File: src/rtl/jstk_dir_tracker_if.sv
// Joystick tracker bundle: raw SPI samples in, move tokens out.
// The slave side is the tracker, the master side is the SPI/game glue.
interface jstk_dir_tracker_if #(
   parameter int DATA_W = 10
);
   logic              sample_vld;
   logic [DATA_W-1:0] pos_x;
   logic [DATA_W-1:0] pos_y;
   logic              move_valid;
   logic              move_ready;
   logic [2:0]        move_dir;
   logic [2:0]        cur_dir;

   modport master (
      output sample_vld,
      output pos_x,
      output pos_y,
      output move_ready,
      input  move_valid,
      input  move_dir,
      input  cur_dir
   );

   modport slave (
      input  sample_vld,
      input  pos_x,
      input  pos_y,
      input  move_ready,
      output move_valid,
      output move_dir,
      output cur_dir
   );
endinterface

File: src/rtl/jstk_dir_tracker.sv
// Joystick-to-move decoder: per-axis hysteresis zones, N-sample qualifier,
// one token per deflection over valid/ready with optional auto-repeat.
module jstk_dir_tracker #(
   parameter int DATA_W      = 10,
   parameter int CENTRE      = 512,
   parameter int DEAD        = 150,
   parameter int HYST        = 16,
   parameter int STABLE_N    = 3,
   parameter bit REPEAT_EN   = 1'b0,
   parameter int REPEAT_DLY  = 10,
   parameter int REPEAT_RATE = 4,
   parameter bit INVERT_Y    = 1'b1
) (
   input logic               clk,
   input logic               rst_n,
   jstk_dir_tracker_if.slave bus
);
   localparam logic [2:0] DIR_UP    = 3'b000;
   localparam logic [2:0] DIR_RIGHT = 3'b001;
   localparam logic [2:0] DIR_DOWN  = 3'b010;
   localparam logic [2:0] DIR_LEFT  = 3'b011;
   localparam logic [2:0] DIR_NONE  = 3'b100;

   localparam int RPT_MAX = (REPEAT_DLY > REPEAT_RATE) ?
                            REPEAT_DLY : REPEAT_RATE;
   localparam int RPT_W   = $clog2(RPT_MAX + 1);
   localparam int STB_W   = $clog2(STABLE_N + 1);

   localparam logic [DATA_W-1:0] CTR_CODE = DATA_W'(CENTRE);
   localparam logic [DATA_W-1:0] ENTER_TH = DATA_W'(DEAD);
   localparam logic [DATA_W-1:0] LEAVE_TH = DATA_W'(DEAD - HYST);
   localparam logic [STB_W-1:0]  STB_TGT  = STB_W'(STABLE_N);
   localparam logic [RPT_W-1:0]  RPT_FST  = RPT_W'(REPEAT_DLY);
   localparam logic [RPT_W-1:0]  RPT_NXT  = RPT_W'(REPEAT_RATE);

   typedef enum logic [1:0] {
      Z_CTR,
      Z_POS,
      Z_NEG
   } zone_t;

   typedef enum logic [1:0] {
      NEUTRAL,
      WAIT_ACK,
      HELD
   } state_t;

   state_t            state;
   zone_t             xZone;
   zone_t             yZone;
   logic [2:0]        prevCls;
   logic [STB_W-1:0]  stbCnt;
   logic [RPT_W-1:0]  rptCnt;
   logic              rptPhase;
   logic [2:0]        heldDir;
   logic              moveValid;
   logic [2:0]        moveDir;
   logic [2:0]        curDir;

   zone_t             xNext;
   zone_t             yNext;
   logic              xAct;
   logic              yAct;
   logic [2:0]        cls;
   logic [STB_W-1:0]  stbNext;
   logic              qual;
   logic              acc;
   state_t            effState;
   logic [RPT_W-1:0]  rptInc;
   logic              rptHit;
   logic              emit;
   logic              emitRpt;
   logic              toNeutral;
   logic              rptStep;

   // Magnitude is formed by subtracting the smaller code from the
   // larger one, so it never wraps at either end of the range.
   function automatic zone_t nextZone(
      input zone_t             z,
      input logic [DATA_W-1:0] pos
   );
      logic              neg;
      logic [DATA_W-1:0] mag;
      logic              out;
      logic              back;
      neg  = pos < CTR_CODE;
      mag  = neg ? CTR_CODE - pos : pos - CTR_CODE;
      out  = mag > ENTER_TH;
      back = mag <= LEAVE_TH;
      nextZone = z;
      unique case (z)
         Z_CTR: begin
            if (out) nextZone = neg ? Z_NEG : Z_POS;
         end
         Z_POS: begin
            if (out && neg) nextZone = Z_NEG;
            else if (back)  nextZone = Z_CTR;
         end
         Z_NEG: begin
            if (out && !neg) nextZone = Z_POS;
            else if (back)   nextZone = Z_CTR;
         end
         default: nextZone = Z_CTR;
      endcase
   endfunction

   always_comb begin
      xNext = nextZone(xZone, bus.pos_x);
      yNext = nextZone(yZone, bus.pos_y);
      xAct  = xNext != Z_CTR;
      yAct  = yNext != Z_CTR;
      cls   = DIR_NONE;
      unique case (1'b1)
         xAct && !yAct:
            cls = (xNext == Z_POS) ? DIR_RIGHT : DIR_LEFT;
         yAct && !xAct:
            cls = ((yNext == Z_POS) == INVERT_Y) ? DIR_UP : DIR_DOWN;
         default:
            cls = DIR_NONE;
      endcase
   end

   always_comb begin
      if (cls != prevCls)       stbNext = STB_W'(1);
      else if (stbCnt == STB_TGT) stbNext = stbCnt;
      else                      stbNext = stbCnt + STB_W'(1);
      qual = stbNext == STB_TGT;
   end

   // An accept on the same edge as a sample is applied first, so the
   // sample is judged as if the FSM were already in HELD.
   always_comb begin
      acc      = moveValid && bus.move_ready;
      effState = (state == WAIT_ACK && acc) ? HELD : state;
      rptInc   = rptCnt + RPT_W'(1);
      rptHit   = rptInc == (rptPhase ? RPT_NXT : RPT_FST);
   end

   always_comb begin
      emit      = 1'b0;
      emitRpt   = 1'b0;
      toNeutral = 1'b0;
      rptStep   = 1'b0;
      if (bus.sample_vld && qual) begin
         unique case (effState)
            NEUTRAL: begin
               emit = cls != DIR_NONE;
            end
            HELD: begin
               if (cls == DIR_NONE) begin
                  toNeutral = 1'b1;
               end else if (cls != heldDir) begin
                  emit = 1'b1;
               end else if (REPEAT_EN) begin
                  emit    = rptHit;
                  emitRpt = rptHit;
                  rptStep = !rptHit;
               end
            end
            default: ;
         endcase
      end
   end

   always_ff @(posedge clk) begin
      if (!rst_n) begin
         state     <= NEUTRAL;
         xZone     <= Z_CTR;
         yZone     <= Z_CTR;
         prevCls   <= DIR_NONE;
         stbCnt    <= '0;
         rptCnt    <= '0;
         rptPhase  <= 1'b0;
         heldDir   <= DIR_NONE;
         moveValid <= 1'b0;
         moveDir   <= DIR_NONE;
         curDir    <= DIR_NONE;
      end else begin
         if (acc) begin
            moveValid <= 1'b0;
            moveDir   <= DIR_NONE;
            state     <= HELD;
         end
         if (bus.sample_vld) begin
            xZone   <= xNext;
            yZone   <= yNext;
            prevCls <= cls;
            stbCnt  <= stbNext;
            if (qual) curDir <= cls;
         end
         if (emit) begin
            moveValid <= 1'b1;
            moveDir   <= cls;
            heldDir   <= cls;
            state     <= WAIT_ACK;
            rptCnt    <= '0;
            rptPhase  <= emitRpt;
         end else if (toNeutral) begin
            state <= NEUTRAL;
         end else if (rptStep) begin
            rptCnt <= rptInc;
         end
      end
   end

   assign bus.move_valid = moveValid;
   assign bus.move_dir   = moveDir;
   assign bus.cur_dir    = curDir;
endmodule

File: src/flat_wrapper.sv
// flat-port wrapper written by rule: the top's interface ports become plain ports
module jstk_dir_tracker_flat 
#(
   parameter int DATA_W      = 10,
   parameter int CENTRE      = 512,
   parameter int DEAD        = 150,
   parameter int HYST        = 16,
   parameter int STABLE_N    = 3,
   parameter bit REPEAT_EN   = 1'b0,
   parameter int REPEAT_DLY  = 10,
   parameter int REPEAT_RATE = 4,
   parameter bit INVERT_Y    = 1'b1
)
  (clk, rst_n, bus_sample_vld, bus_pos_x, bus_pos_y, bus_move_ready, bus_move_valid, bus_move_dir, bus_cur_dir);
  jstk_dir_tracker_if #(.DATA_W(DATA_W)) bus_i ();
  input logic clk;
  input logic rst_n;
  input wire logic [$bits(bus_i.sample_vld)-1:0] bus_sample_vld;
  input wire logic [$bits(bus_i.pos_x)-1:0] bus_pos_x;
  input wire logic [$bits(bus_i.pos_y)-1:0] bus_pos_y;
  input wire logic [$bits(bus_i.move_ready)-1:0] bus_move_ready;
  output wire logic [$bits(bus_i.move_valid)-1:0] bus_move_valid;
  output wire logic [$bits(bus_i.move_dir)-1:0] bus_move_dir;
  output wire logic [$bits(bus_i.cur_dir)-1:0] bus_cur_dir;
  assign bus_i.sample_vld = bus_sample_vld;
  assign bus_i.pos_x = bus_pos_x;
  assign bus_i.pos_y = bus_pos_y;
  assign bus_i.move_ready = bus_move_ready;
  assign bus_move_valid = bus_i.move_valid;
  assign bus_move_dir = bus_i.move_dir;
  assign bus_cur_dir = bus_i.cur_dir;
  jstk_dir_tracker #(.DATA_W(DATA_W), .CENTRE(CENTRE), .DEAD(DEAD), .HYST(HYST), .STABLE_N(STABLE_N), .REPEAT_EN(REPEAT_EN), .REPEAT_DLY(REPEAT_DLY), .REPEAT_RATE(REPEAT_RATE), .INVERT_Y(INVERT_Y)) u_core (.clk(clk), .rst_n(rst_n), .bus(bus_i));
endmodule
File: config.mk
export PLATFORM = sky130hd
export DESIGN_NAME = jstk_dir_tracker_flat
export DESIGN_NICKNAME = d
export VERILOG_FILES = /design/src/rtl/jstk_dir_tracker_if.sv /design/src/rtl/jstk_dir_tracker.sv /design/src/flat_wrapper.sv
export SDC_FILE = /design/constraint.sdc
export NUM_CORES = 1
export LEC_CHECK = 0
export CAP_MARGIN = 20
export CORE_MARGIN = 2
export CORE_UTILIZATION = 33
export CTS_CLUSTER_SIZE = 10
export DETAILED_ROUTE_END_ITERATION = 10
export GPL_TIMING_DRIVEN = 0
export HOLD_SLACK_MARGIN = 0.12
export PLACE_DENSITY = 0.54
export SYNTH_ARGS = -nofsm -noshare
export SYNTH_HDL_FRONTEND = slang
export SYNTH_SLANG_ARGS = --single-unit
File: constraint.sdc
create_clock -name clk -period 5 [get_ports clk]
set_input_delay 0.75 -clock clk [delete_from_list [all_inputs] [get_ports clk]]
set_output_delay 0.75 -clock clk [all_outputs]
set_load 0.03 [all_outputs]
==> results of run 1 <==
power by group through the flow:
stage	clock [µW]	combinational (µW)	sequential, µW
floorplan	0	140	186
global placement	0	190	186
detailed placement	0	191	187
CTS	116	199	183
global route	123	226	184
finish	111	203	183
cells by family (layout without fill, tap and decap cells):
group | Yosys count | in the layout | share of synthesized area, %
multiplexers | 11 | 11 | 6.44
AND/OR/NAND/NOR | 100 | 100 | 30.4
buffers and inverters | 27 | 59 | 6.04
XOR/XNOR | 9 | 9 | 4.14
adder cells (fa/ha/maj) | 5 | 5 | 3.29
AO/OA/AOI/OAI | 73 | 73 | 27.6
flip-flops | 21 | 21 | 22.1
Yosys cell counts (2+ instances only):
cell type	number
sky130_fd_sc_hd__inv_1	15
sky130_fd_sc_hd__o21a_1	5
sky130_fd_sc_hd__a2bb2oi_2	2
sky130_fd_sc_hd__nand3b_1	2
sky130_fd_sc_hd__o32ai_1	2
sky130_fd_sc_hd__a211oi_1	2
sky130_fd_sc_hd__nor4b_1	2
sky130_fd_sc_hd__nand2_1	22
sky130_fd_sc_hd__xor2_1	3
sky130_fd_sc_hd__o21bai_1	2
sky130_fd_sc_hd__o21ai_0	13
sky130_fd_sc_hd__ha_1	5
sky130_fd_sc_hd__nor3_1	7
sky130_fd_sc_hd__clkbuf_1	8
sky130_fd_sc_hd__o2bb2ai_1	3
sky130_fd_sc_hd__a21o_1	2
sky130_fd_sc_hd__a31oi_1	3
sky130_fd_sc_hd__buf_2	2
sky130_fd_sc_hd__a21oi_1	14
sky130_fd_sc_hd__nand2b_1	4
sky130_fd_sc_hd__xnor2_1	6
sky130_fd_sc_hd__nand3_1	11
sky130_fd_sc_hd__o21ai_1	8
sky130_fd_sc_hd__dfxtp_1	21
sky130_fd_sc_hd__nor2b_1	4
sky130_fd_sc_hd__nor3b_1	3
sky130_fd_sc_hd__nor2_1	18
sky130_fd_sc_hd__and2_1	5
sky130_fd_sc_hd__nor4_1	2
sky130_fd_sc_hd__and3_1	5
sky130_fd_sc_hd__or2_2	4
sky130_fd_sc_hd__mux2i_1	10
per-layer routing:
layer / GRT usage (%) / up-vias
met2: 21.9 / 24
met1: 20.8 / 867
met3: 3.05 / 2
met4: 1.53 / 0
met5: 0 / -
li1: - / 958
layout make-up:
type / instances / area [µm²] / share of cell area (%)
clock buffers: 4 / 45.0 / 1.90
multi-input cells: 198 / 1410 / 59.5
inverters: 15 / 56.3 / 2.38
plain buffers: 11 / 58.8 / 2.48
flip-flops and latches: 21 / 420 / 17.7
well taps: 72 / 90.1 / 3.80
repair buffers: 29 / 290 / 12.2
flip-flops by register name, summed over array words and instances (netlist names):
name,flops
u_core.bus.cur_dir,3
u_core.bus.move_dir,3
u_core.heldDir,3
u_core.prevCls,3
u_core.state,2
u_core.stbCnt,2
u_core.xZone,2
u_core.yZone,2
u_core.bus.move_valid,1
worst reg2reg max path, stage by stage (launching register included):
cell	delay, ns
sky130_fd_sc_hd__dfxtp_1	0.36
sky130_fd_sc_hd__a21oi_1	0.15
sky130_fd_sc_hd__nor2_1	0.05
sky130_fd_sc_hd__or2_2	0.32
sky130_fd_sc_hd__ha_4	0.35
sky130_fd_sc_hd__xnor2_1	0.14
sky130_fd_sc_hd__and2_1	0.17
sky130_fd_sc_hd__nand3_1	0.16
sky130_fd_sc_hd__nor3_2	0.23
sky130_fd_sc_hd__nand3_1	0.16
sky130_fd_sc_hd__or4b_4	0.52
sky130_fd_sc_hd__o21ai_1	0.08
stage by stage:
step / power (µW) / utilization, %
2_1_floorplan: 326 / -
3_3_place_gp: 377 / 40.9
3_5_place_dp: 378 / 40.9
4_1_cts: 498 / 41.9
5_1_grt: 534 / 42.8
6_report: 497 / 42.8
worst max path at each step:
stage                             endpoint  slack [ns]  depth (start not counted)
global route             u_core.heldDir[1]       -0.04                         20
floorplan           u_core.bus.move_dir[1]        0.48                         20
global placement    u_core.bus.move_dir[1]       -0.52                         21
detailed placement  u_core.bus.move_dir[1]       -0.57                         21
CTS                      u_core.heldDir[1]        0.08                         20
finish                   u_core.heldDir[1]        0.27                         20
repair_timing:
item                       4_1_cts  5_1_grt
hold endpoints to repair         0        0
buffers inserted                 0        2
resized for setup                3       11
gates cloned                     0        0
pin swaps                        0        1
setup endpoints to repair        9        9
==> results by stage, run 1 <==
Placement:
- The routability-driven placement congestion ratio is 0.760.
- The number of buffers added on ports is 27.
- Detailed placement ended at an HPWL of 3310 µm.
- Timing analysis after detailed placement gives a worst setup slack of -0.575 ns.
- The total placed instance area is 2260 µm².
- The placed instance count is 345.

Worst setup path:
- The family with the most delay on the worst path is simple AND/OR/NAND/NOR gates.
- The largest individual stage delay along the critical path comes from the cell sky130_fd_sc_hd__clkdlybuf4s50_1.
- The startpoint of the most critical setup path is bus_pos_x[0].
- Of all nets on the critical path, the largest fanout is 9.
- The most numerous cell on the critical path is sky130_fd_sc_hd__nand3_1.
- The critical path buffer and inverter count is 3.
- Data on the critical path arrives at its endpoint at 4.93 ns.
- The delay of the slowest cell on the worst path is 0.53 ns.
- The endpoint of the lowest-slack register-to-register path is u_core.heldDir[1].
- The startpoint identified for the worst register-to-register timing path is u_core.xZone[0].
- The register-to-register setup slack is 2.22 ns.
- By startpoint and endpoint, the worst setup path is classified as input pin to flip-flop.
- Data on the critical path is required at its endpoint by 5.19 ns.
- The worst setup path is captured at a flip-flop.
- The number of cells traversed by the worst register-to-register path is 11.
- The critical path goes through clkdlybuf4s50_1 -> inv_1 -> ha_1 -> nor4b_1 -> nand3_1 -> nand3_1 -> nand3_1 -> a21oi_1 -> inv_1 -> a21oi_1 -> nor2_1 -> or2_2 -> ha_4 -> xnor2_1 -> and2_1 -> nand3_1 -> nor3_2 -> nand3_1 -> or4b_4 -> o21ai_1.
- The worst setup path is launched from an input pin.

STA:
- The final number of setup-violating endpoints is 0.
- The worst slew slack as a fraction of its limit is 66.7%.
- The number of slew-limit violations in the final report is 0.
- Across all hold checks on the routed design, the worst slack comes to 0.462 ns.
- The setup clock skew after layout is 0.00584 ns.
- The slew at the pin with the worst max-slew slack is 0.499 ns.
- Static timing analysis puts the maximum clock frequency at 0.211 GHz.
- Summed over all failing endpoints, the final setup total negative slack is 0 ns.
- The total count of hold-check failures in the final report is 0.
- The final period utilization is 94.7%.
- The final critical-path required period is 4.73 ns.
- Across all setup checks in the final design, the least slack found is 0.266 ns.

Logic synthesis:
- By area the synthesized netlist is led by sky130_fd_sc_hd__dfxtp_1 22%, sky130_fd_sc_hd__mux2i_1 5.3%, sky130_fd_sc_hd__nand2_1 4.3%.
- Synthesis inferred 21 register bits.
- sky130_fd_sc_hd__dfxtp_1 takes more of the synthesized area than any other cell.
- The synthesized instance count is 246.
- The netlist uses 63 different library cells.
- The share of synthesized area in the top cell type comes to 22.1%.
- In this run, synthesis inferred 0 flip-flops with an integrated enable.
- The most used flip-flop cell after synthesis is sky130_fd_sc_hd__dfxtp_1.
- During synthesis, Yosys emitted a total of 0 warnings.
- Sequential elements use 22.1% of the synthesized area.
- The combined area of all synthesized cells is 1900 µm².
- In the synthesized netlist the async set-or-reset flop fraction comes to 0%.
- Each instance of the synthesized netlist takes up on average 7.74 µm².
- The number of nets produced by synthesis is 275.

Job:
- Max-cap violations in this run came to 0.

Floorplan:
- During I/O placement, the number of pins put on the boundary was 31.
- The row count is 27.
- The die width is 80.0 µm.
- The total core area is 5540 µm².
- In this run the vertical extent of the chip is 80.0 µm.
- The floorplan step defined a die boundary enclosing 6390 µm².
- For this configuration, the core starts out at a cell density of 34.4%.

Layout:
- The post-route non-filler standard cell count is 350.
- Cells with a size suffix above 1 make up 13.7% of the layout.
- 0 antenna diodes ended up in the layout.
- Leaving out fill and tap cells, the most frequent cells in the layout are 25 x sky130_fd_sc_hd__clkdlybuf4s50_1, 22 x sky130_fd_sc_hd__nand2_1, 21 x sky130_fd_sc_hd__dfxtp_1.
- After routing the design area is 2370 µm².
- The number of inserted filler cells in the final layout is 593.
- The layout overhead on the synthesized area is 24.4%.
- The library cell used most frequently in the layout, excluding fill and tap cells, is sky130_fd_sc_hd__clkdlybuf4s50_1.
- The net count of the finished layout is 308.

Pwr:
- The clock network accounts for 22.3% of the total power.
- The total power divided by cell area is 210 nW/µm².
- IR analysis of the VDD net gives a maximum drop of 94.2 µV.
- The switching component of the power is 169 µW.
- The analysis attributes to cell leakage a power of 0.000943 µW.
- Per report_power, the sequential group accounts for 36.8% of the total.
- Internal power comes to 328 µW.
- The switching share of power is 34.0%.
- The combinational cell fraction of total power is 40.8%.

Clock network:
- The maximum clock insertion buffer count is 2.
- The root buffer selected by CTS is sky130_fd_sc_hd__clkbuf_8.
- After clock tree synthesis, the flow added hold-fix buffers numbering 0.
- The later pin in the worst-skew pair is clocked with a latency of 0.26 ns.
- The CTS tree is yes.
- CTS saw 21 sinks.
- The clock input transition at the sequential cells of the worst setup and hold paths is 0.07 ns.
- The CTS buffer count is 3.
- The number of H-tree levels is 1.

Detailed routing:
- The final route contains 1851 vias.
- For this run, the detailed router's first-pass iteration total came to 4.
- The detailed-route wire length is 4340 µm.
- The count of nets left with antenna violations once routing finished came out at 0.
- For this block, wires on met1 add up to 2250 µm.
- The routed wire length per instance is 12.4 µm.
- The amount of wire on met2 after detailed routing is 1960 µm.
- For this run, design rule violations remaining after detail routing come to 0.
- The post-detailed-route via-to-cell ratio is 5.29.
- The met3 routed wirelength is 117 µm.
- The number of DRC markers in iteration 0 is 61.
- Signal routing reaches up to met4.

Worst hold path:
- For hold timing, the worst endpoint is u_core.heldDir[2].
- The worst hold path cell count is 2.
- The classification of the worst-slack hold path is flip-flop to flip-flop.
- The startpoint identified for the worst hold timing path is u_core.heldDir[2].

GRT:
- Entering global routing, the biggest net connects 12 pins.
- The via count of the first global-routing pass is 1606.
- The total routing resource utilization after global routing is 14.2%.
- The global-route wire length before repair is 7460 µm.
- The initial antenna violation count is 0.
- The total overflow reported by the global router is 0.

Status:
- The run finished with clean final reports.
Note: power is estimated with default switching activity, not from simulation.
==> run 2: changes to the inputs <==
--- a/config.mk
+++ b/config.mk
@@ -16,3 +16,4 @@
 export SYNTH_ARGS = -nofsm -noshare
 export SYNTH_HDL_FRONTEND = slang
 export SYNTH_SLANG_ARGS = --single-unit
+export TNS_END_PERCENT = 30
==> results of run 2 <==
Same layout as run 1: the final DEF is identical, and so are final timing and power.
